**src/rtl/lcd_cmd_sequencer_if.sv**
```systemverilog
// lcd_cmd_sequencer_if
//   Bundles the sequencer's host-command, image-memory and LCD-controller
//   signals.
//   master : the sequencer. It drives hcmd_full, img_addr, img_rd, cmd,
//            cmd_valid, datain and seq_idle.
//   slave  : the environment, which is the host, the image memory and the
//            controller. It drives hcmd, hcmd_push, img_data and busy.
interface lcd_cmd_sequencer_if #(parameter int ADDR_W = 7);
  logic [2:0]        hcmd;
  logic              hcmd_push;
  logic              hcmd_full;
  logic [ADDR_W-1:0] img_addr;
  logic              img_rd;
  logic [7:0]        img_data;
  logic              busy;
  logic [2:0]        cmd;
  logic              cmd_valid;
  logic [7:0]        datain;
  logic              seq_idle;

  modport master (
    input  hcmd, hcmd_push, img_data, busy,
    output hcmd_full, img_addr, img_rd, cmd, cmd_valid, datain, seq_idle
  );
  modport slave (
    output hcmd, hcmd_push, img_data, busy,
    input  hcmd_full, img_addr, img_rd, cmd, cmd_valid, datain, seq_idle
  );
endinterface

```
**src/rtl/lcd_cmd_sequencer.sv**
```systemverilog
// lcd_cmd_sequencer
//   Buffers host commands in a FIFO and issues them one at a time to the
//   12x9 LCD image controller, honouring its busy handshake. A load
//   command (code 0) streams IMG_BYTES image bytes from a synchronous
//   image memory onto datain, one byte per cycle. Code 7 is discarded.
// Ports
//   clk, rst : clock; asynchronous active-high reset
//   bus      : lcd_cmd_sequencer_if.master, which carries host push/full,
//              the image memory read port, and controller cmd/cmd_valid/
//              busy/datain plus seq_idle
// Optional feature (macro LCD_SEQ_PERF_EN)
//   cmd_count_o  : saturating count of cmd_valid strobes
//   drop_count_o : saturating count of full-FIFO drops and discarded code 7s
module lcd_cmd_sequencer #(
  parameter int FIFO_DEPTH = 4,
  parameter int IMG_BYTES  = 108,
  parameter int ADDR_W     = 7
) (
  input  logic clk,
  input  logic rst,
  lcd_cmd_sequencer_if.master bus
`ifdef LCD_SEQ_PERF_EN
  ,
  output logic [15:0] cmd_count_o,
  output logic [15:0] drop_count_o
`endif
);
  localparam int PTR_W = $clog2(FIFO_DEPTH);
  localparam logic [ADDR_W-1:0] LAST = ADDR_W'(IMG_BYTES - 1);

  typedef enum logic [2:0] {IDLE, ISSUE, LOAD, ACK, DONE} state_t;

  state_t            state_q;
  logic [2:0]        fifo_q [FIFO_DEPTH];
  logic [PTR_W-1:0]  wr_ptr_q, rd_ptr_q;
  logic [PTR_W:0]    cnt_q, cnt_d;
  logic              full_q;
  logic [2:0]        cmd_q;
  logic              cmd_valid_q;
  logic              img_rd_q;
  logic [ADDR_W-1:0] img_addr_q;
  logic              rd_vld_q;   // img_data holds a valid byte this cycle
  logic [7:0]        dhold_q;    // last byte driven, held outside LOAD
  logic              empty, pop, push_ok;
  logic [2:0]        head;

  // When the FIFO is empty, an incoming push is bypassed straight to the head
  // so that it can be popped in the same cycle. Popping is also allowed from
  // DONE, which puts the next strobe right after busy is seen low.
  always_comb begin
    empty   = (cnt_q == '0);
    head    = empty ? bus.hcmd : fifo_q[rd_ptr_q];
    pop     = (state_q == IDLE || state_q == DONE) && !bus.busy &&
              (!empty || bus.hcmd_push);
    push_ok = bus.hcmd_push && (!full_q || pop);
    cnt_d   = cnt_q + (PTR_W+1)'(push_ok) - (PTR_W+1)'(pop);
  end

  // The FIFO storage needs no reset because the pointers define its contents.
  always_ff @(posedge clk)
    if (push_ok) fifo_q[wr_ptr_q] <= bus.hcmd;

  always_ff @(posedge clk or posedge rst) begin
    if (rst) begin
      state_q     <= IDLE;
      wr_ptr_q    <= '0;
      rd_ptr_q    <= '0;
      cnt_q       <= '0;
      full_q      <= 1'b0;
      cmd_q       <= '0;
      cmd_valid_q <= 1'b0;
      img_rd_q    <= 1'b0;
      img_addr_q  <= '0;
      rd_vld_q    <= 1'b0;
      dhold_q     <= '0;
    end else begin
      cnt_q       <= cnt_d;
      full_q      <= (cnt_d == (PTR_W+1)'(FIFO_DEPTH));
      if (push_ok) wr_ptr_q <= wr_ptr_q + PTR_W'(1);
      if (pop)     rd_ptr_q <= rd_ptr_q + PTR_W'(1);
      cmd_valid_q <= 1'b0;
      rd_vld_q    <= img_rd_q;
      if (rd_vld_q) dhold_q <= bus.img_data;

      case (state_q)
        IDLE, DONE: begin
          if (pop) begin
            if (head == 3'd7) begin
              state_q <= IDLE;
            end else begin
              state_q     <= ISSUE;
              cmd_q       <= head;
              cmd_valid_q <= 1'b1;
              if (head == 3'd0) begin
                img_rd_q   <= 1'b1;
                img_addr_q <= '0;
              end
            end
          end else if (state_q == DONE && !bus.busy) begin
            state_q <= IDLE;
          end
        end
        ISSUE: begin
          if (cmd_q == 3'd0) begin
            state_q <= LOAD;
            if (img_addr_q == LAST) img_rd_q <= 1'b0;
            else                    img_addr_q <= img_addr_q + ADDR_W'(1);
          end else begin
            state_q <= ACK;
          end
        end
        LOAD: begin
          // The read phase ends at address LAST. One more cycle then carries
          // the final byte before the move to DONE.
          if (img_rd_q) begin
            if (img_addr_q == LAST) img_rd_q <= 1'b0;
            else                    img_addr_q <= img_addr_q + ADDR_W'(1);
          end else begin
            state_q <= DONE;
          end
        end
        ACK:     state_q <= DONE;  // the controller raises busy only now
        default: state_q <= IDLE;
      endcase
    end
  end

  assign bus.hcmd_full = full_q;
  assign bus.cmd       = cmd_q;
  assign bus.cmd_valid = cmd_valid_q;
  assign bus.img_rd    = img_rd_q;
  assign bus.img_addr  = img_addr_q;
  // The memory returns data one cycle after img_rd. Passing it through
  // combinationally puts byte k on datain at c+1+k.
  assign bus.datain    = rd_vld_q ? bus.img_data : dhold_q;
  assign bus.seq_idle  = (state_q == IDLE) && empty;

`ifdef LCD_SEQ_PERF_EN
  logic [15:0] cmd_count_q, drop_count_q;
  logic        drop_ev;
  assign drop_ev = (bus.hcmd_push && !push_ok) || (pop && head == 3'd7);

  always_ff @(posedge clk or posedge rst) begin
    if (rst) begin
      cmd_count_q  <= '0;
      drop_count_q <= '0;
    end else begin
      if (cmd_valid_q && cmd_count_q != 16'hFFFF) cmd_count_q <= cmd_count_q + 16'd1;
      if (drop_ev && drop_count_q != 16'hFFFF)    drop_count_q <= drop_count_q + 16'd1;
    end
  end
  assign cmd_count_o  = cmd_count_q;
  assign drop_count_o = drop_count_q;
`endif
endmodule

```
**src/flat_wrapper.sv**
```systemverilog
// flat-port wrapper written by rule: the top's interface ports become plain ports
module lcd_cmd_sequencer_flat 
#(
  parameter int FIFO_DEPTH = 4,
  parameter int IMG_BYTES  = 108,
  parameter int ADDR_W     = 7
)
  (clk, rst, bus_hcmd, bus_hcmd_push, bus_img_data, bus_busy, bus_hcmd_full, bus_img_addr, bus_img_rd, bus_cmd, bus_cmd_valid, bus_datain, bus_seq_idle);
  lcd_cmd_sequencer_if #(.ADDR_W(ADDR_W)) bus_i ();
  input  logic clk;
  input  logic rst;
  input wire logic [$bits(bus_i.hcmd)-1:0] bus_hcmd;
  input wire logic [$bits(bus_i.hcmd_push)-1:0] bus_hcmd_push;
  input wire logic [$bits(bus_i.img_data)-1:0] bus_img_data;
  input wire logic [$bits(bus_i.busy)-1:0] bus_busy;
  output wire logic [$bits(bus_i.hcmd_full)-1:0] bus_hcmd_full;
  output wire logic [$bits(bus_i.img_addr)-1:0] bus_img_addr;
  output wire logic [$bits(bus_i.img_rd)-1:0] bus_img_rd;
  output wire logic [$bits(bus_i.cmd)-1:0] bus_cmd;
  output wire logic [$bits(bus_i.cmd_valid)-1:0] bus_cmd_valid;
  output wire logic [$bits(bus_i.datain)-1:0] bus_datain;
  output wire logic [$bits(bus_i.seq_idle)-1:0] bus_seq_idle;
  assign bus_i.hcmd = bus_hcmd;
  assign bus_i.hcmd_push = bus_hcmd_push;
  assign bus_i.img_data = bus_img_data;
  assign bus_i.busy = bus_busy;
  assign bus_hcmd_full = bus_i.hcmd_full;
  assign bus_img_addr = bus_i.img_addr;
  assign bus_img_rd = bus_i.img_rd;
  assign bus_cmd = bus_i.cmd;
  assign bus_cmd_valid = bus_i.cmd_valid;
  assign bus_datain = bus_i.datain;
  assign bus_seq_idle = bus_i.seq_idle;
  lcd_cmd_sequencer #(.FIFO_DEPTH(FIFO_DEPTH), .IMG_BYTES(IMG_BYTES), .ADDR_W(ADDR_W)) u_core (.clk(clk), .rst(rst), .bus(bus_i));
endmodule
```
**config.mk**
```make
export PLATFORM = sky130hd
export DESIGN_NAME = lcd_cmd_sequencer_flat
export DESIGN_NICKNAME = d
export VERILOG_FILES = /design/src/rtl/lcd_cmd_sequencer_if.sv /design/src/rtl/lcd_cmd_sequencer.sv /design/src/flat_wrapper.sv
export SDC_FILE = /design/constraint.sdc
export NUM_CORES = 1
export LEC_CHECK = 0
export BUFFER_PORTS_ARGS = -buffer_cell sky130_fd_sc_hd__buf_2
export CAP_MARGIN = 20
export CORE_ASPECT_RATIO = 0.75
export CORE_MARGIN = 2
export CORE_UTILIZATION = 32
export DETAILED_ROUTE_END_ITERATION = 8
export HOLD_SLACK_MARGIN = 0.05
export MAX_ROUTING_LAYER = met4
export PLACE_DENSITY_LB_ADDON = 0.05
export SETUP_SLACK_MARGIN = 0.02
export SYNTH_ARGS = -nofsm -noshare
export SYNTH_HDL_FRONTEND = slang
export SYNTH_SLANG_ARGS = --single-unit
```
**constraint.sdc**
```tcl
create_clock -name clk -period 2.4 [get_ports clk]
set_input_delay 0.48 -clock clk [delete_from_list [all_inputs] [get_ports clk]]
set_output_delay 0.48 -clock clk [all_outputs]
set_load 0.05 [all_outputs]
```
==> metrics.yaml, run 1 <==
timing:
  period_minus_slack_ns: 2.28
  finalSetupViolCount: 0
  rsz0062_at_grt: "yes"
  fin_ws_ns: 0.124
  timing.setup.tns_ns: 0
  worst_slew_pin_slew_ns: 0.413
  fin_skew_ns: 0.00844
  relSlewSlack_pct: 72.5
  fmax_mhz: 439
  hold_viol: 0
  maxSlewViolCount: 0
  fin_crit_sh_pct: 94.8
synth:
  synth.cell_area_sq_um: 2110
  synth_nets: 189
  yosys.cell_types.count: 42
  async_reset_ff_share_pct: 72.7
  ys.warnings.count: 0
  ys_ff_latch: 44
  synth_edf_count: 12
  ys_seq_area_share_pct: 55.1
  ys.flop_type: "dfrtp_1"
  syn_inst: 166
  synth.avg_cell_area_sq_um: 12.7
global_routing:
  grt_pass1_wl_um: 7070
  grt_overflow_total: 0
  grt_pass1_vias: 1388
  grt_max_degree: 33
  grt_usage_pct: 13.0
  antenna_found_initial: 0
hold_path:
  min-delay-path-class: "in -> async"
die:
  initial_core_util_pct: 33.3
  core-area_sq_um: 6320
  die_w_um: 97.7
  row_count: 25
  io_pins: 37
  die_height_um: 74.3
  die-area_sq_um: 7250
detailed_routing:
  vias_per_cell: 4.74
  remaining_drc_errors: 0
  vias: 1421
  drt-total-wl_um: 4300
  wl_per_cell_um: 14.3
  dr.pass1.iters: 4
  drt_iter0_markers: 64
  ant_nets: 0
clock_network:
  cts_made_buffers: 5
  clkLatencyLatePin_ns: 0.29
  clk_path_buf_depth: 2
  cts_root_buf: "clkbuf_8"
  cts_max_level: 2
  ctsHoldBuffers: 0
  clk_pin_slew_worst_paths_ns: 0.08
  cts_sinks: 44
  cts_tree: "done"
placed_design:
  placed_area_sq_um: 2460
  place.gp.congestion: 0.797
  dp_worst_setup_slack_ns: -0.0972
  portBuffers: 36
  dpl.hpwl_um: 3260
finish:
  antenna_cells: 0
  final_common_cell: "buf_2"
  seq_area_sq_um: 1160
  multi_input_area_sq_um: 901
  drive_gt1_share_pct: 36.5
  nets: 241
  final_area_sq_um: 2610
  syn2layout_area_growth_pct: 23.9
  layout_common_cells: "buf_2, dfrtp_1, inv_1"
  fillers: 614
worst_setup_path:
  crit_fanout: 2
  cp_slowest_cell: "dfrtp_1"
  arrival_ns: 2.49
  cp-start-kind: "flip-flop"
  r2r_slack_ns: 0.12
  critPathKind: "reg -> reg"
  critPathMaxStageDelay_ns: 0.39
  end_kind: "flip-flop"
  worstPathRequired_ns: 2.61
  crit_cells: 11
  r2r_cells: 11
  cp_cell_sequence: "nor4_2 -> buf_4 -> nor3_4 -> ha_1 -> inv_1 -> ha_1 -> inv_1 -> fa_2 -> xnor2_2 -> xnor2_1 -> nor3b_2"
  crit_buf_inv: 3
  critPathTopFamily: "adder cells"
power:
  peakVddDrop_mv: 0.676
  power.density_nw_per_um2: 1390
  power_mw: 3.61
  p_leak_nw: 1.15
job:
  drv_cap: 0
outcome:
  status: "finished clean"
[worst paths after layout]
check / start / to
worst max register to register: u_core.cnt_q[1] / u_core.bus.hcmd_full
worst max-delay path: u_core.cnt_q[1] / u_core.bus.hcmd_full
worst min register to register: u_core.bus.img_rd / u_core.rd_vld_q
worst min-delay path: rst / u_core.rd_ptr_q[1]
min in group clk: bus_img_data[5] / u_core.dhold_q[5]
max in group asynchronous: rst / u_core.wr_ptr_q[0]
[state kept, by name (all words and copies together), names as in the netlist]
| register | cells |
|---|---|
| u_core.fifo_q | 12 |
| u_core.dhold_q | 8 |
| u_core.bus.img_addr | 7 |
| u_core.bus.cmd | 3 |
| u_core.cnt_q | 3 |
| u_core.state_q | 3 |
| u_core.rd_ptr_q | 2 |
| u_core.wr_ptr_q | 2 |
| u_core.bus.cmd_valid | 1 |
| u_core.bus.hcmd_full | 1 |
| u_core.bus.img_rd | 1 |
| u_core.rd_vld_q | 1 |
[metal layers]
metal  vias up  part of all wire (%)  GRT usage (%)
met2        40                    42           17.3
li1        699                     -              -
met5         -                     0              -
met1       680                    52           18.6
met4         0                  0.67           4.17
met3         2                   5.8           4.04
[kinds of logic (layout without fill, tap and decap cells)]
group	Yosys count	in the layout	share of synthesized area [%]
simple gates	44	44	11.8
flops	44	44	55.1
mux	17	17	12.2
compound gates	28	28	9.68
fa+ha+maj	8	8	5.11
buf+inv	20	73	3.98
xor+xnor	5	5	2.08
[layout make-up]
class | count | area share [%]
sequential | 44 | 44.5
multi-input combinational | 102 | 34.5
timing repair buffer | 49 | 10.6
tap | 81 | 3.88
clock buffer | 6 | 2.78
inverter | 16 | 2.30
clock inverter | 2 | 1.34
[what timing repair did]
item	4_1_cts	5_1_grt
endpoints found under the hold margin	0	0
pin swaps	1	3
setup endpoints to repair	1	3
buffers inserted	0	2
gates resized for setup	3	3
[synth_stat cells, types with 3 or more instances]
master,instances,area (sq um)
and3_1,8,50.1
nand2_1,8,30.0
mux2_2,8,90.1
a21oi_1,5,25.0
ha_1,7,87.6
nor2_1,8,30.0
xnor2_1,4,35.0
mux4_2,3,67.6
nand3_1,3,15.0
mux2i_4,3,67.6
a211oi_1,3,22.5
inv_1,16,60.1
dfrtp_1,32,801
o2bb2ai_1,5,43.8
o21ai_0,5,25.0
nor3_1,4,20.0
edfxtp_1,12,360
[worst register-to-register path: cells and delay by family (launching register included)]
kind / cells / cell delay [ns]
flip-flops: 1 / 0.39
XOR/XNOR: 2 / 0.34
adder cells (fa/ha/maj): 3 / 0.76
AND/OR/NAND/NOR: 3 / 0.46
buffers and inverters: 3 / 0.27
[per-stage QoR]
stage	cells	hold WS (ns)	util, %
6_report	300	0.272	41.3
3_5_place_dp	290	0.442	38.9
2_1_floorplan	166	0.505	-
4_1_cts	298	0.279	40.8
5_1_grt	300	0.320	41.3
3_3_place_gp	290	0.444	38.9
[power breakdown]
part | internal, mW | switching (mW)
Clock | 0.309 | 0.242
Combinational | 0.757 | 1.12
Sequential | 1.01 | 0.183
Total | 2.07 | 1.54
Note: power is estimated with default switching activity, not from simulation.
==> inputs of run 2 (changes only) <==
--- a/config.mk
+++ b/config.mk
@@ -9,7 +9,7 @@
 export CAP_MARGIN = 20
 export CORE_ASPECT_RATIO = 0.75
 export CORE_MARGIN = 2
-export CORE_UTILIZATION = 32
+export CORE_UTILIZATION = 50
 export DETAILED_ROUTE_END_ITERATION = 8
 export HOLD_SLACK_MARGIN = 0.05
 export MAX_ROUTING_LAYER = met4
==> run 2 against run 1 <==
Critical path type unchanged. Clock-buffer cell count unchanged. Clock skew decreased by 0.0016 ns. Total power decreased by 0.47%. Clock power decreased by 11%. Cell count decreased by 8.7%. Routed wire length decreased by 4.2%. Non-clock buffer count unchanged. Highest routed layer unchanged. Core utilization increased by 22 points. The run now ends with setup timing left. Via count increased by 1.7%. Register-to-register slack got worse by 0.13 ns.
==> metrics.yaml, run 2 (synthesis gave the netlist of run 1 again) <==
power:
  p_comb_share_pct: 53.2
  p_int_mw: 2.01
  power.density_nw_per_um2: 1400
  switching_share_pct: 44.1
  power_mw: 3.60
  seqPwrFrac_pct: 33.2
  p_leak_nw: 1.15
  peakVddDrop_mv: 0.906
  clkPwrFrac_pct: 13.6
  netSwitchingPower_mw: 1.59
timing:
  maxSlewViolCount: 0
  period_minus_slack_ns: 2.41
  rsz0062_at_grt: "yes"
  timing.setup.tns_ns: -0.00744
  finalSetupViolCount: 1
  fmax_mhz: 415
  fin_crit_sh_pct: 100
  fin_ws_ns: -0.00744
  hold_viol: 0
  fin_skew_ns: 0.00684
  relSlewSlack_pct: 71.1
  worst_slew_pin_slew_ns: 0.434
placed_design:
  dpl.hpwl_um: 2960
  place.gp.congestion: 0.793
  portBuffers: 36
worst_setup_path:
  critPathMaxStageDelay_ns: 0.41
  end_kind: "flip-flop"
  cp_slowest_cell: "dfrtp_1"
  crit_buf_inv: 3
  crit_fanout: 2
  r2r_slack_ns: -0.007
  cp-start-kind: "flip-flop"
  cp_cell_sequence: "nor4_2 -> buf_4 -> nor3_4 -> ha_1 -> inv_1 -> ha_1 -> inv_1 -> fa_2 -> xnor2_2 -> xnor2_2 -> nor3b_2"
  worstPathRequired_ns: 2.62
  critPathKind: "reg -> reg"
  arrival_ns: 2.63
  critPathTopFamily: "adder cells"
clock_network:
  cts_max_level: 2
  clkLatencyLatePin_ns: 0.30
  cts_root_buf: "clkbuf_8"
  clk_path_buf_depth: 2
  cts_sinks: 44
  cts_tree: "done"
  ctsHoldBuffers: 0
  clk_pin_slew_worst_paths_ns: 0.09
  cts_made_buffers: 5
finish:
  largest_reg_flops: 12
  antenna_cells: 0
  layout_common_cells: "buf_2, dfrtp_1, inv_1"
  nets: 241
  syn2layout_area_growth_pct: 21.9
  largest-register: "u_core.fifo_q"
  drive_gt1_share_pct: 37.0
  final_common_cell: "buf_2"
die:
  io_pins: 37
  core-area_sq_um: 4050
  die_height_um: 60.2
  die_w_um: 78.9
  die-area_sq_um: 4750
  row_count: 20
  initial_core_util_pct: 51.9
detailed_routing:
  ant_nets: 0
  vias_per_cell: 5.27
  drt_iter0_markers: 97
  remaining_drc_errors: 0
  wl_per_cell_um: 15.0
  drt-total-wl_um: 4120
  dr.pass1.iters: 5
  vias: 1445
global_routing:
  grt_usage_pct: 19.6
  grt_pass1_wl_um: 6800
  grt_pass1_vias: 1397
  antenna_found_initial: 0
  grt_overflow_total: 0
  grt_max_degree: 33
job:
  drv_cap: 0
hold_path:
  min-delay-path-class: "in -> async"
outcome:
  status: "finished, violations left"
  violations: "setup timing"
## run 2: cell types whose count changed in the layout (fill, tap and decap cells not counted)
cell        previous run  this run
bufinv_16              1         0
clkinvlp_4             0         1
xnor2_1                3         2
clkbuf_8               5         6
or3_1                  1         2
clkbuf_1               1         0
xnor2_2                1         2
inv_4                  0         1
clkinv_2               1         0
or3_4                  1         0
## run 2: repair_timing
item	4_1_cts	5_1_grt
gates resized for setup	3	3
endpoints found under the setup margin	1	5
setup buffers	2	1
pin swaps	2	3
## run 2: cell type report
| cell class | instances | area (sq um) |
|---|---|---|
| clock buffers | 6 | 82.6 |
| well taps | 55 | 68.8 |
| inverters | 16 | 60.1 |
| clock inverters | 2 | 13.8 |
| multi-input cells | 102 | 903 |
| repair buffers | 49 | 278 |
| fillers | 340 | 1490 |
| flip-flops and latches | 44 | 1160 |
## run 2: routing by layer
| metal | up-vias | global-route usage (%) | routed length, um | share of wire (%) |
|---|---|---|---|---|
| met5 | - | - | 0 | 0 |
| met4 | 0 | 4.43 | 30 | 0.73 |
| met3 | 4 | 4.83 | 220 | 5.3 |
| met2 | 43 | 29.3 | 1870 | 45 |
| met1 | 696 | 27.6 | 2010 | 49 |
| li1 | 702 | - | - | - |
## run 2: path summary, 6_finish.rpt
| path | startpoint | endpoint | cells past startpoint |
|---|---|---|---|
| setup / recovery | u_core.cnt_q[1] | u_core.bus.hcmd_full | 11 |
| hold / removal | rst | u_core.bus.cmd[0] | 3 |
| setup reg to reg | u_core.cnt_q[1] | u_core.bus.hcmd_full | 11 |
| hold reg to reg | u_core.bus.img_rd | u_core.rd_vld_q | 0 |
| max in group asynchronous | rst | u_core.bus.img_addr[2] | 3 |
| min in group clk | bus_img_data[4] | u_core.dhold_q[4] | 2 |
## run 2: worst reg2reg max path: stages, from the launching register on
cell     delay, ns
dfrtp_1       0.41
nor4_2        0.31
buf_4         0.18
nor3_4        0.04
ha_1          0.29
inv_1         0.06
ha_1          0.14
inv_1         0.05
fa_2          0.35
xnor2_2       0.19
xnor2_2       0.14
nor3b_2       0.17
## run 2: power by group through the flow
stage	Combinational [mW]	Clock, mW	Sequential, mW
CTS	1.84	0.497	1.19
global placement	1.71	0	1.18
global route	2.08	0.531	1.23
detailed placement	1.75	0	1.20
floorplan	1.18	0	1.35
finish	1.91	0.490	1.20
## run 2: through the flow
step | instance area (sq um) | cells | utilization [%] | hold slack, ns | worst slack, ns
after global placement | 2420 | 263 | 59.6 | 0.436 | -0.0280
after floorplan | 2120 | 166 | - | 0.505 | -0.0476
after global routing | 2570 | 274 | 63.3 | 0.301 | -0.189
after CTS | 2540 | 273 | 62.7 | 0.266 | 0.0208
after detailed placement | 2420 | 263 | 59.6 | 0.459 | -0.120
final | 2570 | 274 | 63.3 | 0.255 | -0.00744
==> inputs of run 3 (changes only) <==
--- a/config.mk
+++ b/config.mk
@@ -11,6 +11,7 @@
 export CORE_MARGIN = 2
 export CORE_UTILIZATION = 50
 export DETAILED_ROUTE_END_ITERATION = 8
+export GPL_TIMING_DRIVEN = 0
 export HOLD_SLACK_MARGIN = 0.05
 export MAX_ROUTING_LAYER = met4
 export PLACE_DENSITY_LB_ADDON = 0.05
==> run 3 against run 2 <==
The flow now finishes without violations. Flip-flop and latch count stayed put. Global-route usage is 0.32 points higher. Clock power is 21% higher. Register-to-register slack better by 0.06 ns. Total power is 2.9% higher. Setup slack better by 0.059 ns. Combinational power is 2% higher. Sequential power is 3% lower.
==> metrics.yaml, run 3 (synthesis gave the netlist of run 1 again) <==
outcome:
  status: "finished clean"
worst_setup_path:
  crit_fanout: 4
  cp_cell_sequence: "or2_4 -> nor3_4 -> ha_1 -> inv_1 -> ha_1 -> inv_1 -> fa_2 -> xnor2_2 -> xnor2_1 -> buf_4 -> buf_4"
  critPathTopFamily: "adder cells"
  r2r_slack_ns: 0.05
  cp-start-kind: "flip-flop"
  r2r-end: "u_core.cnt_q[2]"
  arrival_ns: 2.54
  crit_buf_inv: 4
  r2r_cells: 11
  end_kind: "flip-flop"
  startpoint: "u_core.state_q[1]"
  critPathMaxStageDelay_ns: 0.41
  cp_slowest_cell: "dfrtp_1"
  critPathKind: "reg -> reg"
  reg2reg_from: "u_core.state_q[1]"
  worstPathRequired_ns: 2.59
detailed_routing:
  wl_per_cell_um: 15.0
  drt-total-wl_um: 4090
  ant_nets: 0
  remaining_drc_errors: 0
  dr.pass1.iters: 4
  drt_iter0_markers: 105
  vias_per_cell: 5.32
  vias: 1451
power:
  clkPwrFrac_pct: 16.0
  power.density_nw_per_um2: 1420
  switching_share_pct: 42.8
  peakVddDrop_mv: 0.780
  power_mw: 3.70
  seqPwrFrac_pct: 31.4
  p_int_mw: 2.12
  p_comb_share_pct: 52.6
  p_leak_nw: 1.15
  netSwitchingPower_mw: 1.58
finish:
  nets: 240
  syn2layout_area_growth_pct: 23.7
  largest_reg_flops: 12
  largest-register: "u_core.fifo_q"
  antenna_cells: 0
  final_common_cell: "buf_2"
  drive_gt1_share_pct: 36.2
  final_area_sq_um: 2610
  layout_common_cells: "buf_2, dfrtp_1, inv_1"
global_routing:
  antenna_found_initial: 0
  grt_pass1_wl_um: 6980
  grt_max_degree: 20
  grt_pass1_vias: 1438
  grt_usage_pct: 20.0
  grt_overflow_total: 0
die:
  core-area_sq_um: 4050
  io_pins: 37
  die_w_um: 78.9
  initial_core_util_pct: 51.9
  die-area_sq_um: 4750
  row_count: 20
  die_height_um: 60.2
timing:
  period_minus_slack_ns: 2.35
  rsz0062_at_grt: "yes"
  fin_crit_sh_pct: 97.9
  fmax_mhz: 426
  worst_slew_pin_slew_ns: 0.623
  fin_ws_ns: 0.0512
  relSlewSlack_pct: 58.4
  fin_skew_ns: 0.00423
  finalSetupViolCount: 0
  hold_viol: 0
  holdWs_ns: 0.250
  maxSlewViolCount: 0
hold_path:
  min-delay-path-class: "in -> async"
clock_network:
  clkLatencyLatePin_ns: 0.29
  clk_path_buf_depth: 2
  cts_max_level: 2
  clk_pin_slew_worst_paths_ns: 0.08
  cts_tree: "done"
  ctsHoldBuffers: 0
  cts_root_buf: "clkbuf_8"
  cts_sinks: 44
  cts_made_buffers: 5
placed_design:
  portBuffers: 36
  place.gp.congestion: 0.825
  placed_area_sq_um: 2390
  dpl.hpwl_um: 3020
  dp_worst_setup_slack_ns: -0.376
job:
  drv_cap: 0
## run 3: how the worst max path moves through the flow
| stage | endpoint | slack, ns | cells past startpoint |
|---|---|---|---|
| finish | u_core.cnt_q[2] | 0.05 | 11 |
| global route | u_core.bus.hcmd_full | -0.1 | 10 |
| CTS | u_core.bus.hcmd_full | 0.03 | 10 |
| detailed placement | u_core.bus.hcmd_full | -0.38 | 11 |
| global placement | u_core.bus.hcmd_full | -0.36 | 11 |
| floorplan | u_core.bus.hcmd_full | -0.05 | 10 |
## run 3: metrics by stage
stage	utilization [%]	instances	TNS [ns]
3_3_place_gp	58.4	257	-0.482
2_1_floorplan	-	166	-0.0476
4_1_cts	63.5	270	0
3_5_place_dp	59.0	258	-0.514
5_1_grt	64.3	273	-0.151
6_report	64.3	273	0
## run 3: repair_timing
action | 4_1_cts | 5_1_grt
pin swaps | 4 | 4
setup endpoints to repair | 2 | 2
resized for setup | 7 | 2
buffers inserted | 4 | 3
## run 3: area by class of cell
| cell class | instances | area (sq um) |
|---|---|---|
| clock inverters | 2 | 38.8 |
| fillers | 338 | 1450 |
| plain buffers | 4 | 23.8 |
| flip-flops and latches | 44 | 1160 |
| repair buffers | 44 | 260 |
| multi-input cells | 102 | 908 |
| inverters | 16 | 60.1 |
| well taps | 55 | 68.8 |
| clock buffers | 6 | 82.6 |
## run 3: power by group through the flow
| stage | sequential (mW) | combinational [mW] | clock, mW |
|---|---|---|---|
| floorplan | 1.35 | 1.18 | 0 |
| global placement | 1.15 | 1.67 | 0 |
| detailed placement | 1.17 | 1.73 | 0 |
| CTS | 1.17 | 1.85 | 0.602 |
| global route | 1.19 | 2.13 | 0.634 |
| finish | 1.16 | 1.95 | 0.591 |
## run 3: per-layer routing
layer  routed length, um  global-route usage (%)  vias to the layer above
met4                  40                    6.16                        0
met5                   0                       -                        -
met1                2060                    28.9                      710
met2                1820                    28.4                       33
li1                    -                       -                      704
met3                 167                    4.08                        4
